===== config.mk =====
export PLATFORM = sky130hd
export DESIGN_NAME = irq_pending_latch
export DESIGN_NICKNAME = d
export VERILOG_FILES = /design/src/rtl/irq_pending_latch.sv
export SDC_FILE = /design/constraint.sdc
export NUM_CORES = 1
export LEC_CHECK = 0
export BUFFER_PORTS_ARGS = -buffer_cell sky130_fd_sc_hd__buf_2
export CORE_MARGIN = 1
export CORE_UTILIZATION = 49
export DETAILED_ROUTE_END_ITERATION = 12
export PLACE_DENSITY = 0.86
export SYNTH_ARGS = -nofsm -noshare
export SYNTH_HDL_FRONTEND = slang
export SYNTH_SLANG_ARGS = --single-unit

===== constraint.sdc =====
create_clock -name clk -period 2.1 [get_ports clk]
set_clock_uncertainty 0.2 [all_clocks]
set_input_delay 0.315 -clock clk [delete_from_list [all_inputs] [get_ports clk]]
set_output_delay 0.315 -clock clk [all_outputs]
set_load 0.05 [all_outputs]

===== src/rtl/irq_pending_latch.sv =====
// Interrupt front end: synchronises eight request lines, latches them as pending bits,
// feeds the masked vector to an external priority encoder and offers its index via valid/ready.
module irq_pending_latch #(
  parameter int SYNC_STAGES = 2,
  parameter bit EDGE        = 1'b1
) (
  input  logic       clk,
  input  logic       rst_n,
  input  logic [7:0] irq_in,
  input  logic [7:0] mask,
  output logic [7:0] pend_vec,
  input  logic [2:0] enc_idx,
  output logic       req_valid,
  output logic [2:0] req_idx,
  input  logic       req_ready,
  input  logic       eoi,
  output logic [7:0] pending,
  output logic [7:0] in_service
);

  localparam int LAST = SYNC_STAGES - 1;

  typedef enum logic [1:0] {IDLE, OFFER, SERVICE} state_t;

  logic [7:0] sync_q [SYNC_STAGES];
  logic [7:0] sync_d [SYNC_STAGES];
  logic [7:0] prev_q, prev_d;
  logic [7:0] pending_q, pending_d;
  logic [7:0] in_service_q, in_service_d;
  logic       req_valid_q, req_valid_d;
  logic [2:0] req_idx_q, req_idx_d;
  state_t     state_q, state_d;

  logic [7:0] set_vec;
  logic [7:0] sel_vec;
  logic       hs;

  assign pend_vec   = pending_q & ~mask;
  assign pending    = pending_q;
  assign in_service = in_service_q;
  assign req_valid  = req_valid_q;
  assign req_idx    = req_idx_q;

  always_comb begin
    sync_d[0] = irq_in;
    for (int i = 1; i < SYNC_STAGES; i++) begin
      sync_d[i] = sync_q[i-1];
    end
    prev_d  = sync_q[LAST];
    set_vec = EDGE ? (sync_q[LAST] & ~prev_q) : sync_q[LAST];

    sel_vec = 8'(1) << req_idx_q;
    hs      = req_valid_q & req_ready;

    // A set arriving in the handshake cycle wins over the clear of the same bit.
    pending_d = (pending_q & ~(hs ? sel_vec : 8'h00)) | set_vec;

    state_d      = state_q;
    req_valid_d  = req_valid_q;
    req_idx_d    = req_idx_q;
    in_service_d = in_service_q;

    case (state_q)
      IDLE: begin
        if (|pend_vec) begin
          req_idx_d   = enc_idx;
          req_valid_d = 1'b1;
          state_d     = OFFER;
        end
      end
      OFFER: begin
        if (req_ready) begin
          in_service_d = sel_vec;
          req_valid_d  = 1'b0;
          state_d      = SERVICE;
        end
      end
      SERVICE: begin
        if (eoi) begin
          in_service_d = 8'h00;
          state_d      = IDLE;
        end
      end
      default: begin
        state_d      = IDLE;
        req_valid_d  = 1'b0;
        in_service_d = 8'h00;
      end
    endcase
  end

  always_ff @(posedge clk or negedge rst_n) begin
    if (!rst_n) begin
      for (int i = 0; i < SYNC_STAGES; i++) begin
        sync_q[i] <= 8'h00;
      end
      prev_q       <= 8'h00;
      pending_q    <= 8'h00;
      in_service_q <= 8'h00;
      req_valid_q  <= 1'b0;
      req_idx_q    <= 3'd0;
      state_q      <= IDLE;
    end else begin
      for (int i = 0; i < SYNC_STAGES; i++) begin
        sync_q[i] <= sync_d[i];
      end
      prev_q       <= prev_d;
      pending_q    <= pending_d;
      in_service_q <= in_service_d;
      req_valid_q  <= req_valid_d;
      req_idx_q    <= req_idx_d;
      state_q      <= state_d;
    end
  end

endmodule


## After elaboration in Yosys (flattened, before gate mapping)

Cells that the tools add are included.

- Shift operators: 1
- Muxes and demuxes: 11
- Bitwise operators: 10
- Eq/ne operators: 5
- Reduce and logical (&&, ||, !) cells: 6

Operator list:

| kind | count |
|---|---|
| $and A8 B8 Y8 | 3 |
| $mux W8 | 3 |
| $not A8 Y8 | 3 |
| $pmux W8 S3 | 1 |
| $reduce_and A3 Y1 | 3 |
| $or A8 B8 Y8 | 1 |
| $reduce_or A8 Y1 | 1 |
| $shl A1 B3 Y8 const A | 1 |
| $mux W2 | 3 |
| $ne A2 B2 Y1 const B | 3 |
| $pmux W2 S3 | 1 |
| $pmux W1 S3 | 1 |
| $eq A2 B1 Y1 const B | 1 |
| $eq A2 B2 Y1 const B | 1 |
| $logic_not A2 Y1 | 1 |
| $mux W1 | 2 |
| $not A1 Y1 | 2 |
| $reduce_and A2 Y1 | 1 |
| $and A1 B1 Y1 | 1 |

- Word-level logic and storage cells: 41
- Input port bits: 23
- Bits in registers: 46

## Depth between registers and ports, before layout

- Word-level depth: 5
- Gate-level depth with buffers: 5

## Least setup slack after synthesis

OpenSTA, ideal clock, no wires.

- Path type: flip-flop to flip-flop
- From: reg pending_q[2] (netlist: pending[2])
- To: reg req_idx_q[0] (netlist: req_idx[0])
- Period minus slack after synthesis: 2.320 ns
- Stages on the path, launching flop included: 5
- Path buffers: 0
- Setup time: 0.125 ns
- Setup slack: -0.220 ns
- Arrival time: 1.995 ns
- Path through: dfrtp_1 -> nor2b_2 -> nor4_1 -> a211o_2 -> mux2_4

- Word-level cells in the longest chain between the ends: 3

Ends and longest elaborated chain:

| element | RTL line | text |
|---|---|---|
| from (decl) | 28 | `logic [7:0] pending_q, pending_d;` |
| from (signal assigned) | 108 | `pending_q <= pending_d;` |
| $and A8 B8 Y8 | 38 | `assign pend_vec = pending_q & ~mask;` |
| net pend_vec[2] | 11 | `output logic [7:0] pend_vec,` |
| $reduce_or A8 Y1 | 65 | `if (\|pend_vec) begin` |
| $reduce_and A2 Y1 (no line) | - |  |
| to (signal assigned) | 111 | `req_idx_q <= req_idx_d;` |
| to (decl) | 31 | `logic [2:0] req_idx_q, req_idx_d;` |

The timed path passes the listed nets, and every way through them passes these cells.
A chain may end at the register's enable or synchronous reset.

## Worst setup path after layout

- From: reg req_idx_q[1] (netlist: req_idx[1])
- To: out req_idx[1]

RTL lines:

| element | RTL line | text |
|---|---|---|
| to (decl) | 14 | `output logic [2:0] req_idx,` |

No word-level cell between the ends.

==> summary.md <==
| Metric | Value |
|---|---|
| Max_slew headroom | 63.3% |
| WP buf/inv | 1 |
| Post-synthesis cell area | 1630 um^2 |
| Minimum clock period | 1.82 ns |
| Fmax | 548 MHz |
| Cell with the most instances after synthesis | dfrtp_1 |
| Final WL | 3130 um |
| WL per Instance | 13.2 um |
| DRC | 0 |
| Seq/Total Area, Yosys | 70.5% |
| First-pass GRT wire length | 5060 um |
| Rows | 20 |
| CP max stage cell | dfrtp_1 |
| Post-CTS Resized | 0 |
| CP delay by family, top | flip-flops |
| Final nets | 215 |
| Synth area leaders | dfrtp_1, o21ai_1, nor2b_4 |
| CTS tree | built |
| Crit path launch type | flip-flop |
| Asr flop ratio synth | 100% |
| Worst-path clk slew | 0.13 ns |
| Cells after Synth | 124 |
| Worst-Skew Late Latency | 0.36 ns |
| #FFs+latches synth | 46 |
| Root buffer cell | clkbuf_4 |
| Final worst slack | 0.277 ns |
| Max cap viols | 0 |
| DP Area | 1960 um^2 |
| GRT Total Usage | 19.9% |
| YS warnings | 0 |
| CP Max Fanout | 13 |
| Post-CTS Setup Bufs | 0 |
| Netlist cell types | 19 |
| Share of layout cells above drive strength 1 | 40.9% |
| CP required | 1.58 ns |
| Syn Nets | 147 |
| Area Overhead vs Synth | 32.2% |
| Status | finished clean |
| H-tree Lvls | 2 |
| Final hold viol count | 0 |
| Post-placement worst setup slack | 0.332 ns |
| Hpwl dp | 2240 um |
| Vias in the first global route | 1183 |
| Top_reg_cell synth | dfrtp_1 |
| Largest net degree at the start of global routing | 47 |
| Period utilization | 86.8% |
| Top-area cell type share of the netlist area | 70.5% |
| Hold slack final | 0.163 ns |
| Core ar. | 3100 um^2 |
| Total CTS buffers | 5 |
| Maximum vdd drop | 0.000631 V |
| Routed Antenna Nets | 0 |
| Chip width | 59.7 um |
| Number of port buffers | 50 |
| DR vias/cell | 4.87 |
| Pwr Density | 1470 nW/um^2 |
| Die Footprint | 3570 um^2 |
| Bufs on Longest Clock Path | 2 |
| Drt pass-1 iters | 4 |
| # fillers | 240 |
| Fin area | 2160 um^2 |
| Syn avg cell area | 13.2 um^2 |
| Synth top cells by count | dfrtp_1, o21ai_1, nand2_1 |
| 1st-iter DRT viols | 36 |
| Initial antenna violation count | 0 |
| CP Data Arrival Time | 1.31 ns |
| Area leader, netlist | dfrtp_1 |
| GRT overflow | 0 |
| Worst path cell trace | buf_2 |
| Initial Util | 52.6% |
| CTS Sinks | 46 |
| GPL Wtd Cong | 0.811 |
| Slew Limit Fails | 0 |
| Number of enable flip-flop cells after synthesis | 0 |
| Worst-Margin Slew | 0.550 ns |
| Hold_buf cts | 14 |
| Die height | 59.7 um |
| Non-Filler Instances | 237 |
| Antenna cells | 0 |
| Leakage | 1.09 nW |
| Critical path type | flip-flop to output port |
| TNS Setup | 0 ns |
| Worst min-delay path class | flip-flop to flip-flop |
| Slowest Stage Delay on Critical Path | 0.61 ns |
| IO Count | 51 |
| Vias | 1154 |
| Placed cells | 215 |
| RSZ-0062 raised after global routing | no |
| Critical Path Sink Type | output port |
| Count of final setup violators | 0 |
-- routing by layer --
layer	share of wire (%)	wire length (um)	vias up	global-route usage [%]
met3	4.7	148	3	7.14
met2	53	1670	33	36.0
li1	-	-	552	-
met5	0	0	-	0
met4	0.80	25	0	6.98
met1	41	1290	566	21.1
-- worst reg2reg max path: stages, from the launching register on --
cell	delay (ns)
dfrtp_2	0.44
nor2b_4	0.13
nor4_1	0.32
a211o_2	0.26
mux2_4	0.31
-- registers in the layout, summed over array words and instances (netlist names) --
| register | cells |
|---|---|
| req_idx | 3 |
| pending | 8 |
| req_valid | 1 |
| prev_d | 8 |
| sync_d | 8 |
| state_q | 2 |
| prev_q | 8 |
| in_service | 8 |
-- kinds of logic after synthesis --
logic type	synth area share, %
DFF	70.5
and+or+nand+nor	13.3
AOI/OAI and AO/OA	10.3
buffers and inverters	3.06
muxes	2.76
-- stage by stage --
step	total power [mW]	utilization [%]
floorplan	2.41	-
global placement	2.71	63.1
detailed placement	2.76	63.1
CTS	3.19	69.6
global route	3.34	69.6
finish	3.17	69.6
-- report_power, final --
part / total, mW / internal, mW / switching, mW
Clock: 0.411 / 0.130 / 0.281
Combinational: 1.46 / 0.433 / 1.03
Sequential: 1.30 / 1.09 / 0.210
-- path summary, 6_finish.rpt --
kind	from	end	slack [ns]	depth (start not counted)
worst max-delay path	req_idx[1]	req_idx[1]	0.28	1
worst min-delay path	sync_d[6]	prev_d[6]	0.16	0
worst max register to register	pending[2]	req_idx[1]	0.33	4
worst min register to register	sync_d[6]	prev_d[6]	0.16	0
max in group asynchronous	rst_n	pending[3]	0.94	3
min in group asynchronous	rst_n	in_service[5]	0.36	3
-- area by class of cell --
| type | count | area, um^2 | area share (%) |
|---|---|---|---|
| Timing Repair Buffer | 65 | 398 | 18.4 |
| Sequential cell | 46 | 1160 | 53.8 |
| Clock buffer | 5 | 37.5 | 1.74 |
| Multi-Input combinational cell | 65 | 452 | 20.9 |
| Inverter | 9 | 33.8 | 1.57 |
| Clock inverter | 3 | 21.3 | 0.986 |
| Tap cell | 44 | 55.1 | 2.55 |
-- layout by cell type, fill, tap and decap left out --
master and instances:
buf_2 50, dfrtp_1 38, o21ai_1 15, dlygate4sd3_1 14, nand2_1 12, inv_1 9, nor2b_4 8, dfrtp_2 8
nand3_1 6, clkbuf_4 5, nor2_1 4, a32o_1 4, a22o_1 3, mux2_4 3, and2_1 2, nor2b_1 2
o21ai_0 2, nor4_1 2, a211o_2 1, o31ai_1 1, clkinv_2 1, clkinv_4 1, clkinvlp_4 1, buf_4 1
No activity file was read; power rests on OpenSTA's default activity.
